### src/rtl/pes_sysarray_ctrl.sv
// rtl/pes_sysarray_ctrl.sv - tile sequencer for the 8x8 systolic array (SRAM prefetch, alu_start, diagonal output stepping)
module pes_sysarray_ctrl #(
    parameter int ARRAY_SIZE = 8,
    parameter int ADDR_WIDTH = 10,
    parameter int TILE_WIDTH = 6
) (
    input  logic                  clk_i,
    input  logic                  srst_i,
    input  logic                  start_i,
    input  logic [TILE_WIDTH-1:0] num_tiles_i,
    input  logic [ADDR_WIDTH-1:0] base_addr_w_i,
    input  logic [ADDR_WIDTH-1:0] base_addr_d_i,
    output logic                  sram_ren_o,
    output logic [ADDR_WIDTH-1:0] sram_raddr_w_o,
    output logic [ADDR_WIDTH-1:0] sram_raddr_d_o,
    output logic                  feed_valid_o,
    output logic                  alu_start_o,
    output logic [8:0]            cycle_num_o,
    output logic [5:0]            matrix_index_o,
    output logic                  out_valid_o,
    output logic                  busy_o,
    output logic                  done_o
);

    // First cycle with a finished result diagonal, and the last array cycle of a tile.
    localparam int FIRST_OUT = ARRAY_SIZE + 1;
    localparam int LAST      = FIRST_OUT + 2 * ARRAY_SIZE - 2;

    localparam logic [8:0]            LAST_C      = 9'(LAST);
    localparam logic [8:0]            FIRST_C     = 9'(FIRST_OUT);
    localparam logic [8:0]            FEED_C      = 9'(ARRAY_SIZE);
    localparam logic [8:0]            READ_LAST_C = 9'(ARRAY_SIZE - 2);
    localparam logic [ADDR_WIDTH-1:0] STRIDE      = ADDR_WIDTH'(ARRAY_SIZE);
    localparam logic [ADDR_WIDTH-1:0] ONE_A       = ADDR_WIDTH'(1);

    typedef enum logic [1:0] {
        S_IDLE,
        S_PRE,
        S_RUN,
        S_FIN
    } state_t;

    state_t                state_q;
    logic [8:0]            cyc_q;
    logic [TILE_WIDTH-1:0] tiles_left_q;
    logic [ADDR_WIDTH-1:0] base_w_q;
    logic [ADDR_WIDTH-1:0] base_d_q;

    logic                  sram_ren_q;
    logic [ADDR_WIDTH-1:0] raddr_w_q;
    logic [ADDR_WIDTH-1:0] raddr_d_q;
    logic                  feed_valid_q;
    logic                  alu_start_q;
    logic [8:0]            cycle_num_q;
    logic [5:0]            matrix_index_q;
    logic                  out_valid_q;
    logic                  busy_q;
    logic                  done_q;

    // Values for the following RUN cycle; word k is requested one cycle before c==k.
    logic [8:0]            cyc_d;
    logic [TILE_WIDTH-1:0] tiles_left_d;
    logic [ADDR_WIDTH-1:0] next_base_w_d;
    logic [ADDR_WIDTH-1:0] next_base_d_d;
    logic [ADDR_WIDTH-1:0] rd_off_d;
    logic                  rd_en_d;
    logic                  ov_d;

    assign cyc_d         = cyc_q + 9'd1;
    assign tiles_left_d  = tiles_left_q - TILE_WIDTH'(1);
    assign next_base_w_d = base_w_q + STRIDE;
    assign next_base_d_d = base_d_q + STRIDE;
    assign rd_off_d      = ADDR_WIDTH'(cyc_d) + ONE_A;
    assign rd_en_d       = (cyc_d <= READ_LAST_C);
    assign ov_d          = (cyc_d >= FIRST_C);

    // Sequencer FSM; every output is a register updated alongside the state.
    always_ff @(posedge clk_i) begin
        if (srst_i) begin
            state_q        <= S_IDLE;
            cyc_q          <= '0;
            tiles_left_q   <= '0;
            base_w_q       <= '0;
            base_d_q       <= '0;
            sram_ren_q     <= 1'b0;
            raddr_w_q      <= '0;
            raddr_d_q      <= '0;
            feed_valid_q   <= 1'b0;
            alu_start_q    <= 1'b0;
            cycle_num_q    <= '0;
            matrix_index_q <= '0;
            out_valid_q    <= 1'b0;
            busy_q         <= 1'b0;
            done_q         <= 1'b0;
        end else begin
            done_q <= 1'b0;
            case (state_q)
                S_IDLE: begin
                    if (start_i) begin
                        if (num_tiles_i != '0) begin
                            state_q      <= S_PRE;
                            tiles_left_q <= num_tiles_i;
                            base_w_q     <= base_addr_w_i;
                            base_d_q     <= base_addr_d_i;
                            busy_q       <= 1'b1;
                            sram_ren_q   <= 1'b1;
                            raddr_w_q    <= base_addr_w_i;
                            raddr_d_q    <= base_addr_d_i;
                        end else begin
                            // Empty job: acknowledge immediately without touching SRAM.
                            done_q <= 1'b1;
                        end
                    end
                end
                S_PRE: begin
                    state_q        <= S_RUN;
                    cyc_q          <= '0;
                    alu_start_q    <= 1'b1;
                    cycle_num_q    <= '0;
                    feed_valid_q   <= 1'b1;
                    sram_ren_q     <= 1'b1;
                    raddr_w_q      <= base_w_q + ONE_A;
                    raddr_d_q      <= base_d_q + ONE_A;
                    out_valid_q    <= 1'b0;
                    matrix_index_q <= '0;
                end
                S_RUN: begin
                    if (cyc_q == LAST_C) begin
                        cyc_q          <= '0;
                        alu_start_q    <= 1'b0;
                        cycle_num_q    <= '0;
                        feed_valid_q   <= 1'b0;
                        out_valid_q    <= 1'b0;
                        matrix_index_q <= '0;
                        tiles_left_q   <= tiles_left_d;
                        if (tiles_left_d != '0) begin
                            // Next tile: bases step by one array width and wrap silently.
                            state_q    <= S_PRE;
                            base_w_q   <= next_base_w_d;
                            base_d_q   <= next_base_d_d;
                            sram_ren_q <= 1'b1;
                            raddr_w_q  <= next_base_w_d;
                            raddr_d_q  <= next_base_d_d;
                        end else begin
                            state_q    <= S_FIN;
                            done_q     <= 1'b1;
                            sram_ren_q <= 1'b0;
                            raddr_w_q  <= '0;
                            raddr_d_q  <= '0;
                        end
                    end else begin
                        cyc_q          <= cyc_d;
                        cycle_num_q    <= cyc_d;
                        sram_ren_q     <= rd_en_d;
                        raddr_w_q      <= rd_en_d ? (base_w_q + rd_off_d) : '0;
                        raddr_d_q      <= rd_en_d ? (base_d_q + rd_off_d) : '0;
                        feed_valid_q   <= (cyc_d < FEED_C);
                        out_valid_q    <= ov_d;
                        matrix_index_q <= ov_d ? 6'(cyc_d - FIRST_C) : '0;
                    end
                end
                S_FIN: begin
                    state_q      <= S_IDLE;
                    busy_q       <= 1'b0;
                    tiles_left_q <= '0;
                end
                default: begin
                    state_q <= S_IDLE;
                end
            endcase
        end
    end

    assign sram_ren_o     = sram_ren_q;
    assign sram_raddr_w_o = raddr_w_q;
    assign sram_raddr_d_o = raddr_d_q;
    assign feed_valid_o   = feed_valid_q;
    assign alu_start_o    = alu_start_q;
    assign cycle_num_o    = cycle_num_q;
    assign matrix_index_o = matrix_index_q;
    assign out_valid_o    = out_valid_q;
    assign busy_o         = busy_q;
    assign done_o         = done_q;

endmodule

### config.mk
export PLATFORM = sky130hd
export DESIGN_NAME = pes_sysarray_ctrl
export DESIGN_NICKNAME = d
export VERILOG_FILES = /design/src/rtl/pes_sysarray_ctrl.sv
export SDC_FILE = /design/constraint.sdc
export NUM_CORES = 1
export LEC_CHECK = 0
export ABC_AREA = 1
export CAP_MARGIN = 20
export CELL_PAD_IN_SITES_DETAIL_PLACEMENT = 0
export CELL_PAD_IN_SITES_GLOBAL_PLACEMENT = 1
export CORE_UTILIZATION = 40
export DETAILED_ROUTE_END_ITERATION = 10
export PLACE_DENSITY = 0.85
export SETUP_SLACK_MARGIN = 0.5
export SLEW_MARGIN = 20
export SYNTH_ARGS = -nofsm -noshare
export SYNTH_HDL_FRONTEND = slang
export SYNTH_SLANG_ARGS = --single-unit
### constraint.sdc
create_clock -name clk_i -period 5.6 [get_ports clk_i]
set_input_delay 1.12 -clock clk_i [delete_from_list [all_inputs] [get_ports clk_i]]
set_output_delay 1.12 -clock clk_i [all_outputs]
set_load 0.005 [all_outputs]
==> results.tsv, run 1 <==
metric	value	unit
post-CTS setup buffers	0	
cts hold-fix bufs	0	
Slew HR	31.2	%
total routed wirelength	17600	µm
# DRC	0	
LEAKAGE	2.80	nW
Num CTS Buffers	9	
vias in the first global route	5646	
most frequent cell after synthesis	nand2_1	
crit end category	register	
ys async rst share	0	%
Synth Area in Compound Gates	21.5	%
simple-gate share of the synthesized area	30.2	%
Post-Synth Adder-Cell Area	8.50	%
Required @ worst endpoint	5880	ps
critical path arrival	3790	ps
largest net degree at the start of global routing	37	
CTS Sinks	69	
DRT antenna net count	0	
MaxCap Viol Count	0	
Setup TNS Final	0	ps
DR pass1 iterations	5	
Mean Syn Cell Area	6.41	µm²
CP max stage cell	dfxtp_1	
Avg Vias per Cell	5.39	
Area contributors post-synth	dfxtp_1, nand2_1, a21oi_1, ha_1, inv_1	
startpoint types	register	
mux contribution to synthesized area	0	%
Rows	41	
endpoints failing hold	0	
Global Route Usage Sum	26.2	%
Initial Util	41.5	%
root buffer cell	clkbuf_16	
share of cells above drive strength 1	5.72	%
area post-placement	6130	µm²
Design Power	2.96	mW
# IOs	70	
power per cell area	461	nW/µm²
htree depth	3	
RSZ-0062 raised after global routing	no	
Final Net Count	951	
skew final	5.73	ps
Worst Path Max Fanout	13	
first-pass GRT wire length	28500	µm
#FFs+latches synth	69	
Final Critical Period	3510	ps
Ant. Diodes	0	
initial antenna violation count	0	
Die ar.	13800	µm²
xor and xnor area share after synthesis	4.11	%
Layout area overhead	20.7	%
vias	5739	
Slew Limit Fails	0	
fmax	285	MHz
total grt overflow	0	
1st-iter DRT viols	344	
Clk pin slew, worst setup/hold paths	60	ps
HPWL after DPL	13100	µm
main combinational cell family by area after synthesis	simple AND/OR/NAND/NOR gates	
Post-Syn Instances	831	
Die Y	117	µm
Slew @ Worst Pin	1030	ps
post-synthesis sequential area ratio	25.9	%
core area	12800	µm²
Post-Syn Area	5330	µm²
Post-CTS Resized	0	
TritonCTS clock tree	built	
Synth area leader	dfxtp_1	
syn_nets	895	
Routability Congestion	0.960	
slowest stage delay, CP	640	ps
Yosys top cell area share	25.9	%
hold crit path type	reg2reg	
Post-synth top flop	dfxtp_1	
worst path cell trace	ha_1, nand4_1, nand2_2, inv_1, nor2_1, inv_1, o21ai_0, inv_1, ha_1, nand2_1, inv_1, nand3_1, nand2_1, xor2_1, nand2_1, o211ai_1, nand2_1, a21oi_1	
top cells by count, synth	nand2_1, inv_1, a21oi_1, dfxtp_1, nor2_1	
Worst VDD drop	0.388	mV
EDFF count, synth	0	
setup violators final	0	
critical path class	reg2reg	
Yosys cell types	42	
clk_lat worst skew	350	ps
wire per inst	16.6	µm
die width	117	µm
Post-Layout Inst Area	6430	µm²
YS warnings	0	
fin crit share	62.6	%
CTS max path bufs	2	
IO buf count	69	
outcome	finished, final reports clean	
==> power breakdown <==
group / internal, mW / leakage [nW] / switching, mW
Clock: 0.358 / 0.150 / 0.238
Sequential: 0.635 / 0.568 / 0.161
Combinational: 0.580 / 2.08 / 0.991
Total: 1.57 / 2.80 / 1.39
==> worst max-delay path: cells and delay by family, from the launching register on <==
kind	cells	cell delay (ps)
flops	1	640
compound gates	3	480
buf+inv	4	410
fa+ha+maj	2	740
simple gates	8	930
xor+xnor	1	240
==> layout make-up <==
cell class / instances / area [µm²]
Timing Repair Buffer: 73 / 721
Clock inverter: 5 / 57.6
Fill cell: 1335 / 6390
Tap cell: 172 / 215
Sequential cell: 69 / 1380
Multi-Input combinational cell: 631 / 3430
Inverter: 103 / 387
Clock buffer: 11 / 243
==> flip-flops by register name, indices dropped and copies added (netlist names) <==
register,cells
sram_raddr_d_o,10
cycle_num_o,9
feed_valid_o,1
alu_start_o,1
out_valid_o,1
sram_raddr_w_o,10
sram_ren_o,1
base_d_q,10
done_o,1
base_w_q,10
busy_o,1
state_q,2
tiles_left_q,6
matrix_index_o,6
==> path summary, 6_finish.rpt <==
check                         start           endpoint  slack [ps]  cells after the start
setup reg to reg     cycle_num_o[0]  sram_raddr_d_o[7]        2090                     18
setup / recovery     cycle_num_o[0]  sram_raddr_d_o[7]        2090                     18
hold / removal    sram_raddr_w_o[3]  sram_raddr_w_o[3]         460                      2
hold reg to reg   sram_raddr_w_o[3]  sram_raddr_w_o[3]         460                      2
==> placed cells by master, fill, tap and decap left out, types with 5 or more instances in the layout <==
cell             instances
a21oi_1                 94
a31oi_1                 10
clkbuf_16                9
clkdlybuf4s50_1         69
dfxtp_1                 69
ha_1                    33
inv_1                   98
nand2_1                196
nand2_2                  9
nand3_1                 51
nand4_1                 11
nor2_1                  69
nor3_1                   5
o211ai_1                 9
o21a_1                  14
o21ai_0                 65
xnor2_1                  5
xor2_1                  20
==> logic make-up after synthesis <==
group | count (synthesis)
XOR/XNOR | 25
buffers and inverters | 131
AO/OA/AOI/OAI | 207
AND/OR/NAND/NOR | 364
flip-flops | 69
adder cells (fa/ha/maj) | 35
==> per-stage QoR <==
| stage | utilization [%] | hold WS (ps) | worst slack [ps] | instances |
|---|---|---|---|---|
| 2_1_floorplan | - | 458 | 2740 | 831 |
| 3_3_place_gp | 47.8 | 453 | 1930 | 1048 |
| 3_5_place_dp | 47.8 | 457 | 1870 | 1048 |
| 4_1_cts | 50.1 | 466 | 2120 | 1064 |
| 5_1_grt | 50.1 | 491 | 1750 | 1064 |
| 6_report | 50.1 | 463 | 2090 | 1064 |
==> metal layers <==
| layer | global-route usage, % | routed length [µm] | vias to the layer above | part of all wire [%] |
|---|---|---|---|---|
| met5 | 0 | 0 | - | 0 |
| met3 | 3.84 | 903 | 42 | 5.1 |
| li1 | - | - | 2856 | - |
| met2 | 43.2 | 8240 | 168 | 47 |
| met1 | 32.9 | 7830 | 2673 | 44 |
| met4 | 14.0 | 663 | 0 | 3.8 |
(Power assumes the default switching activity.)
==> run 2, diff against run 1 <==
clock period = 3.5 ns   (was 5.6 ns; I/O delays follow)
==> run 2 against run 1 <==
- first-iteration DRC count up 47%
- final cell count is 2.0% higher
- die area unchanged
- flip-flop and latch count stayed put
- worst hold slack improved by 2.5 ps
- highest routed layer unchanged
- via count grew 0.58%
- count of clock-buffer cells in the layout rose by 2
- routed wire length shrank 2.4%
- fmax rose by 23%
- critical endpoint is now sram_raddr_w_o[8]
- critical path depth is 2 lower
==> results.tsv, run 2 (same netlist as run 1, synthesis figures left out) <==
metric	value	unit	change
outcome	finished, final reports clean		unchanged
fin util	53.0	%	was 50.1%
skew final	6.26	ps	was 5.73 ps
fin crit share	81.4	%	was 62.6%
TritonCTS clock tree	built		unchanged
total routed wirelength	17200	µm	was 17,600 µm
critical path class	reg2reg		unchanged
startpoint types	register		unchanged
endpoints failing hold	0		unchanged
CTS max path bufs	2		unchanged
CTS Sinks	69		unchanged
Design Power	4.84	mW	was 2.96 mW
Die ar.	13800	µm²	unchanged
hold crit path type	reg2reg		unchanged
slowest stage delay, CP	390	ps	was 640 ps
share of cells above drive strength 1	11.3	%	was 5.72%
Worst Slack Setup Final	650	ps	was 2090 ps
Clk pin slew, worst setup/hold paths	60	ps	about the same
Global Route Usage Sum	25.5	%	was 26.2%
total grt overflow	0		unchanged
htree depth	3		unchanged
area occupied by multi-input gates	3600	µm²	was 3430 µm²
Routability Congestion	0.938		was 0.960
Final Critical Period	2850	ps	was 3510 ps
# IOs	70		unchanged
die width	117	µm	unchanged
Layout area overhead	27.6	%	was 20.7%
Sequential Area	1400	µm²	was 1380 µm²
pre-CTS setup slack	289	ps	was 1870 ps
fmax	351	MHz	was 285 MHz
Num CTS Buffers	9		unchanged
Worst Path Buf+Inv	2		was 4
core area	12800	µm²	unchanged
Worst setup startpoint	cycle_num_o[1]		was cycle_num_o[0]
most frequent cells in the layout	nand2_1, inv_1, a21oi_1		unchanged
CP max stage cell	dfxtp_4		was dfxtp_1
root buffer cell	clkbuf_16		unchanged
Slew HR	48.5	%	was 31.2%
DP Cell Count	1058		was 1,048
initial antenna violation count	0		unchanged
Slew Limit Fails	0		unchanged
Required @ worst endpoint	3780	ps	was 5880 ps
# DRC	0		unchanged
most common cell after layout, fill and taps aside	nand2_1		unchanged
MaxCap Viol Count	0		unchanged
wire per inst	15.9	µm	was 16.6 µm
worst setup path end	sram_raddr_w_o[8]		was sram_raddr_d_o[7]
largest net degree at the start of global routing	36		was 37
LEAKAGE	2.93	nW	was 2.80 nW
first-pass GRT wire length	27600	µm	was 28,500 µm
vias in the first global route	5512		was 5,646
vias	5772		was 5,739
Worst VDD drop	0.546	mV	was 0.388 mV
Reg2Reg Depth	16		was 18
fill count	1301		was 1,335
DR pass1 iterations	5		unchanged
r2r startpoint	cycle_num_o[1]		was cycle_num_o[0]
non-filler instance count after layout	1085		was 1,064
HPWL after DPL	12600	µm	was 13,100 µm
critical path arrival	3130	ps	was 3790 ps
worst path cell trace	inv_1, ha_4, nand3_2, nor2_4, nand3_2, nor2_4, xor2_4, ha_4, buf_4, a31oi_1, nand2_1, xor2_1, nand2_1, o211ai_2, nand2_1, a21oi_2		was ha_1, nand4_1, nand2_2, inv_1, nor2_1, inv_1, o21ai_0, inv_1, ha_1, nand2_1, inv_1, nand3_1, nand2_1, xor2_1, nand2_1, o211ai_1, nand2_1, a21oi_1
Initial Util	41.5	%	unchanged
Final Net Count	972		was 951
Rows	41		unchanged
Worst Path Max Fanout	6		was 13
Slew @ Worst Pin	766	ps	was 1030 ps
Die Y	117	µm	unchanged
critical path depth	16		was 18
Setup TNS Final	0	ps	unchanged
clk_lat worst skew	350	ps	about the same
RR Endpoint	sram_raddr_w_o[8]		was sram_raddr_d_o[7]
Avg Vias per Cell	5.32		was 5.39
Most Frequent Cell on Critical Path	nand2_1		
setup violators final	0		unchanged
Largest delay share family, worst path	simple AND/OR/NAND/NOR gates		unchanged
power per cell area	712	nW/µm²	was 461 nW/µm²
1st-iter DRT viols	506		was 344
DRT antenna net count	0		unchanged
crit end category	register		unchanged
Ant. Diodes	0		unchanged
flop2flop setup slack	650	ps	was 2090 ps
IO buf count	69		unchanged
RSZ-0062 raised after global routing	no		unchanged
cts hold-fix bufs	0		unchanged
## run 2: changes by cell type in the layout (fill, tap and decap cells not counted), sizes merged
cell	previous run	this run
clkbuf	11	13
clkinvlp	0	1
clkinv	5	3
inv	102	101
buf	4	25
## run 2: final cells by class
| cell class | instances | share of cell area (%) |
|---|---|---|
| repair buffers | 94 | 13.0 |
| flip-flops and latches | 69 | 20.6 |
| clock inverters | 3 | 0.626 |
| inverters | 103 | 5.69 |
| clock buffers | 13 | 3.98 |
| well taps | 172 | 3.17 |
| multi-input cells | 631 | 52.9 |
## run 2: through the flow
stage	hold WS [ps]	cell area (µm²)
CTS	466	6550
floorplan	458	5330
global route	481	6800
detailed placement	457	6200
global placement	454	6200
finish	466	6800
## run 2: timing repair
item,in CTS,in global routing
buffers inserted,1,9
gates resized for setup,7,40
endpoints found under the setup margin,8,12
pin swaps,2,18
## run 2: worst min-delay path by stage
stage | start | endpoint | slack [ps] | depth (start not counted)
after floorplan | state_q[1] | state_q[1] | 460 | 1
after global placement | out_valid_o | out_valid_o | 450 | 2
after detailed placement | sram_raddr_w_o[7] | sram_raddr_w_o[7] | 460 | 2
after CTS | sram_raddr_w_o[7] | sram_raddr_w_o[7] | 470 | 2
after global routing | matrix_index_o[3] | matrix_index_o[3] | 480 | 2
final | sram_raddr_w_o[7] | sram_raddr_w_o[7] | 470 | 2
## run 2: where the power goes
part | switching [mW] | internal, mW | total [mW]
Clock | 0.363 | 0.609 | 0.972
Sequential | 0.245 | 1.01 | 1.26
Combinational | 1.59 | 1.02 | 2.61
## run 2: metal layers
metal / global-route usage, % / wire, µm / vias up
li1: - / - / 2897
met1: 32.6 / 7790 / 2673
met2: 41.5 / 8110 / 169
met3: 4.28 / 888 / 33
met4: 12.1 / 433 / 0
met5: 0 / 0 / -
## run 2: worst register-to-register path: stages, from the launching register on
cell and delay, ps:
dfxtp_4 390, inv_1 90, ha_4 290, nand3_2 110, nor2_4 140, nand3_2 140
nor2_4 190, xor2_4 230, ha_4 250, buf_4 140, a31oi_1 150, nand2_1 90
xor2_1 170, nand2_1 110, o211ai_2 90, nand2_1 80, a21oi_2 120
==> run 3, diff against run 2 <==
CORE_UTILIZATION = 36   (was 40)
PLACE_DENSITY = 0.81   (was 0.85)
clock period = 2.6 ns   (was 3.5 ns; I/O delays follow)
==> run 3 against run 2 <==
- the flow now finishes with violations (negative setup slack)
- sequential share of layout area fell by 3.6 points
- worst hold slack lost 2.1 ps
- global-route usage is 0.21 points higher
- routed wire length is 14% higher
- via count is 7.0% higher
- total power is 53% higher
- non-clock buffer count rose by 90
- critical endpoint is now sram_raddr_w_o[9]
- highest routed layer unchanged
==> results.tsv, run 3 (same netlist as run 1, synthesis figures left out) <==
metric	value	unit	change
Worst Slack Setup Final	-125	ps	was 650 ps
# IOs	70		unchanged
startpoint types	register		unchanged
Final Critical Period	2730	ps	was 2850 ps
Die Y	124	µm	was 117 µm
IO buf count	69		unchanged
first-pass GRT wire length	29700	µm	was 27,600 µm
Setup TNS Final	-715	ps	was 0 ps
CTS max path bufs	2		unchanged
Num CTS Buffers	9		unchanged
Die ar.	15300	µm²	was 13,800 µm²
fill count	1341		was 1,301
RR Endpoint	sram_raddr_w_o[9]		was sram_raddr_w_o[8]
Slew HR	67.8	%	was 48.5%
Slew Limit Fails	0		unchanged
outcome	finished, violations left		was finished, final reports clean
HPWL after DPL	12900	µm	was 12,600 µm
Rows	44		was 41
Final Net Count	1064		was 972
1st-iter DRT viols	412		was 506
Post-Layout Inst Area	8230	µm²	was 6800 µm²
largest net degree at the start of global routing	36		unchanged
most frequent cells in the layout	nand2_1, buf_4, inv_1, a21oi_1, clkdlybuf4s50_1		was nand2_1, inv_1, a21oi_1
core area	14500	µm²	was 12,800 µm²
Initial Util	36.8	%	was 41.5%
TritonCTS clock tree	built		unchanged
endpoints failing hold	0		unchanged
hold_sp	sram_raddr_w_o[0]		was sram_raddr_w_o[7]
Ant. Diodes	0		unchanged
vias in the first global route	5733		was 5,512
wire per inst	16.5	µm	was 15.9 µm
Worst Path Buf+Inv	3		was 2
critical path class	reg2reg		unchanged
hold crit path type	reg2reg		unchanged
worst setup path end	sram_raddr_w_o[9]		was sram_raddr_w_o[8]
DR pass1 iterations	7		was 5
Avg Vias per Cell	5.19		was 5.32
CP max stage cell	dfxtp_4		unchanged
Worst VDD drop	0.504	mV	was 0.546 mV
MaxCap Viol Count	0		unchanged
share of cells above drive strength 1	29.1	%	was 11.3%
initial antenna violation count	0		unchanged
flop2flop setup slack	-130	ps	was 650 ps
setup violators final	11		was 0
htree depth	3		unchanged
RSZ-0062 raised after global routing	yes		was no
non-filler instance count after layout	1189		was 1,085
skew final	5.79	ps	was 6.26 ps
Worst Path Max Fanout	5		was 6
clk_lat worst skew	350	ps	about the same
most common cell after layout, fill and taps aside	nand2_1		unchanged
crit end category	register		unchanged
cts hold-fix bufs	0		unchanged
total routed wirelength	19600	µm	was 17,200 µm
Most Frequent Cell on Critical Path	nand3_2		was nand2_1
critical path arrival	2940	ps	was 3130 ps
LEAKAGE	3.56	nW	was 2.93 nW
die width	124	µm	was 117 µm
DP Cell Count	1138		was 1,058
Reg2Reg Depth	20		was 16
Required @ worst endpoint	2820	ps	was 3780 ps
Routability Congestion	0.893		was 0.938
fin crit share	105	%	was 81.4%
DRT antenna net count	0		unchanged
r2r startpoint	cycle_num_o[2]		was cycle_num_o[1]
vias	6174		was 5,772
total grt overflow	0		unchanged
power per cell area	902	nW/µm²	was 712 nW/µm²
worst path cell trace	buf_6, nand4_1, nand2_2, nand4_1, nor2_2, inv_2, nor3_4, xor2_1, buf_4, ha_4, nand2_4, nor2_4, o21ai_2, nand3_2, nor2_4, nand3_2, nand3_2, nand2_1, nand2_1, a21oi_1		was inv_1, ha_4, nand3_2, nor2_4, nand3_2, nor2_4, xor2_4, ha_4, buf_4, a31oi_1, nand2_1, xor2_1, nand2_1, o211ai_2, nand2_1, a21oi_2
critical path depth	20		was 16
CTS Sinks	69		unchanged
Worst setup startpoint	cycle_num_o[2]		was cycle_num_o[1]
Layout area overhead	54.5	%	was 27.6%
Largest delay share family, worst path	simple AND/OR/NAND/NOR gates		unchanged
fmax	367	MHz	was 351 MHz
area post-placement	6820	µm²	was 6200 µm²
slowest stage delay, CP	380	ps	was 390 ps
Slew @ Worst Pin	483	ps	was 766 ps
Global Route Usage Sum	25.7	%	was 25.5%
Clk pin slew, worst setup/hold paths	60	ps	about the same
# DRC	0		unchanged
failing checks	negative setup slack		
root buffer cell	clkbuf_16		unchanged
fin util	56.9	%	was 53.0%
[run 3: changes by cell type in the layout (fill, tap and decap cells not counted), moves of 12 or more]
| cell | change |
|---|---|
| buf_4 | +69 |
| nand2_1 | -15 |
| inv_1 | -16 |
| ha_1 | -13 |
| a21oi_1 | -15 |
| buf_6 | +15 |
| ha_4 | +12 |
| o21ai_0 | -18 |
[run 3: tightest hold or removal path: stages (launching register included)]
cell     delay [ps]
dfxtp_1         310
nand2_1          60
a21oi_1          50
[run 3: worst min-delay path by stage]
| stage | endpoint | slack [ps] | depth (start not counted) |
|---|---|---|---|
| 3_5_place_dp | sram_raddr_w_o[7] | 460 | 2 |
| 4_1_cts | sram_raddr_w_o[7] | 460 | 2 |
| 3_3_place_gp | sram_raddr_d_o[8] | 450 | 2 |
| 5_1_grt | sram_raddr_d_o[8] | 480 | 2 |
| 2_1_floorplan | state_q[1] | 460 | 1 |
| 6_report | sram_raddr_w_o[0] | 460 | 2 |
[run 3: repair_timing]
item,in CTS,in global routing
gates resized for setup,82,116
buffers inserted,13,19
endpoints found under the setup margin,40,47
gates cloned,2,1
pin swaps,34,75
endpoints found under the hold margin,0,0
[run 3: routing by layer]
| metal | routed length (µm) | global-route usage [%] |
|---|---|---|
| met1 | 8690 | 32.5 |
| met2 | 9400 | 43.3 |
| met3 | 1040 | 5.31 |
| met4 | 505 | 8.43 |
| met5 | 0 | 0 |
[run 3: cell type report]
| class | count | area [µm²] | share of cell area, % |
|---|---|---|---|
| clock buffers | 13 | 260 | 3.16 |
| inverters | 103 | 412 | 5.00 |
| flip-flops and latches | 69 | 1400 | 17.0 |
| well taps | 184 | 230 | 2.80 |
| repair buffers | 184 | 1700 | 20.7 |
| clock inverters | 3 | 18.8 | 0.228 |
| multi-input cells | 633 | 4210 | 51.1 |
[run 3: per-stage QoR]
| stage | hold WS (ps) | worst slack (ps) | power [mW] |
|---|---|---|---|
| 2_1_floorplan | 458 | -17.4 | 3.99 |
| 3_3_place_gp | 453 | -164 | 5.31 |
| 3_5_place_dp | 455 | -221 | 5.32 |
| 4_1_cts | 465 | -53.2 | 6.96 |
| 5_1_grt | 483 | -370 | 7.95 |
| 6_report | 464 | -125 | 7.42 |
[run 3: report_power, final]
group	internal, mW	leakage (nW)	switching [mW]
logic	1.96	2.86	2.58
clock network	0.697	0.136	0.497
registers	1.37	0.571	0.324
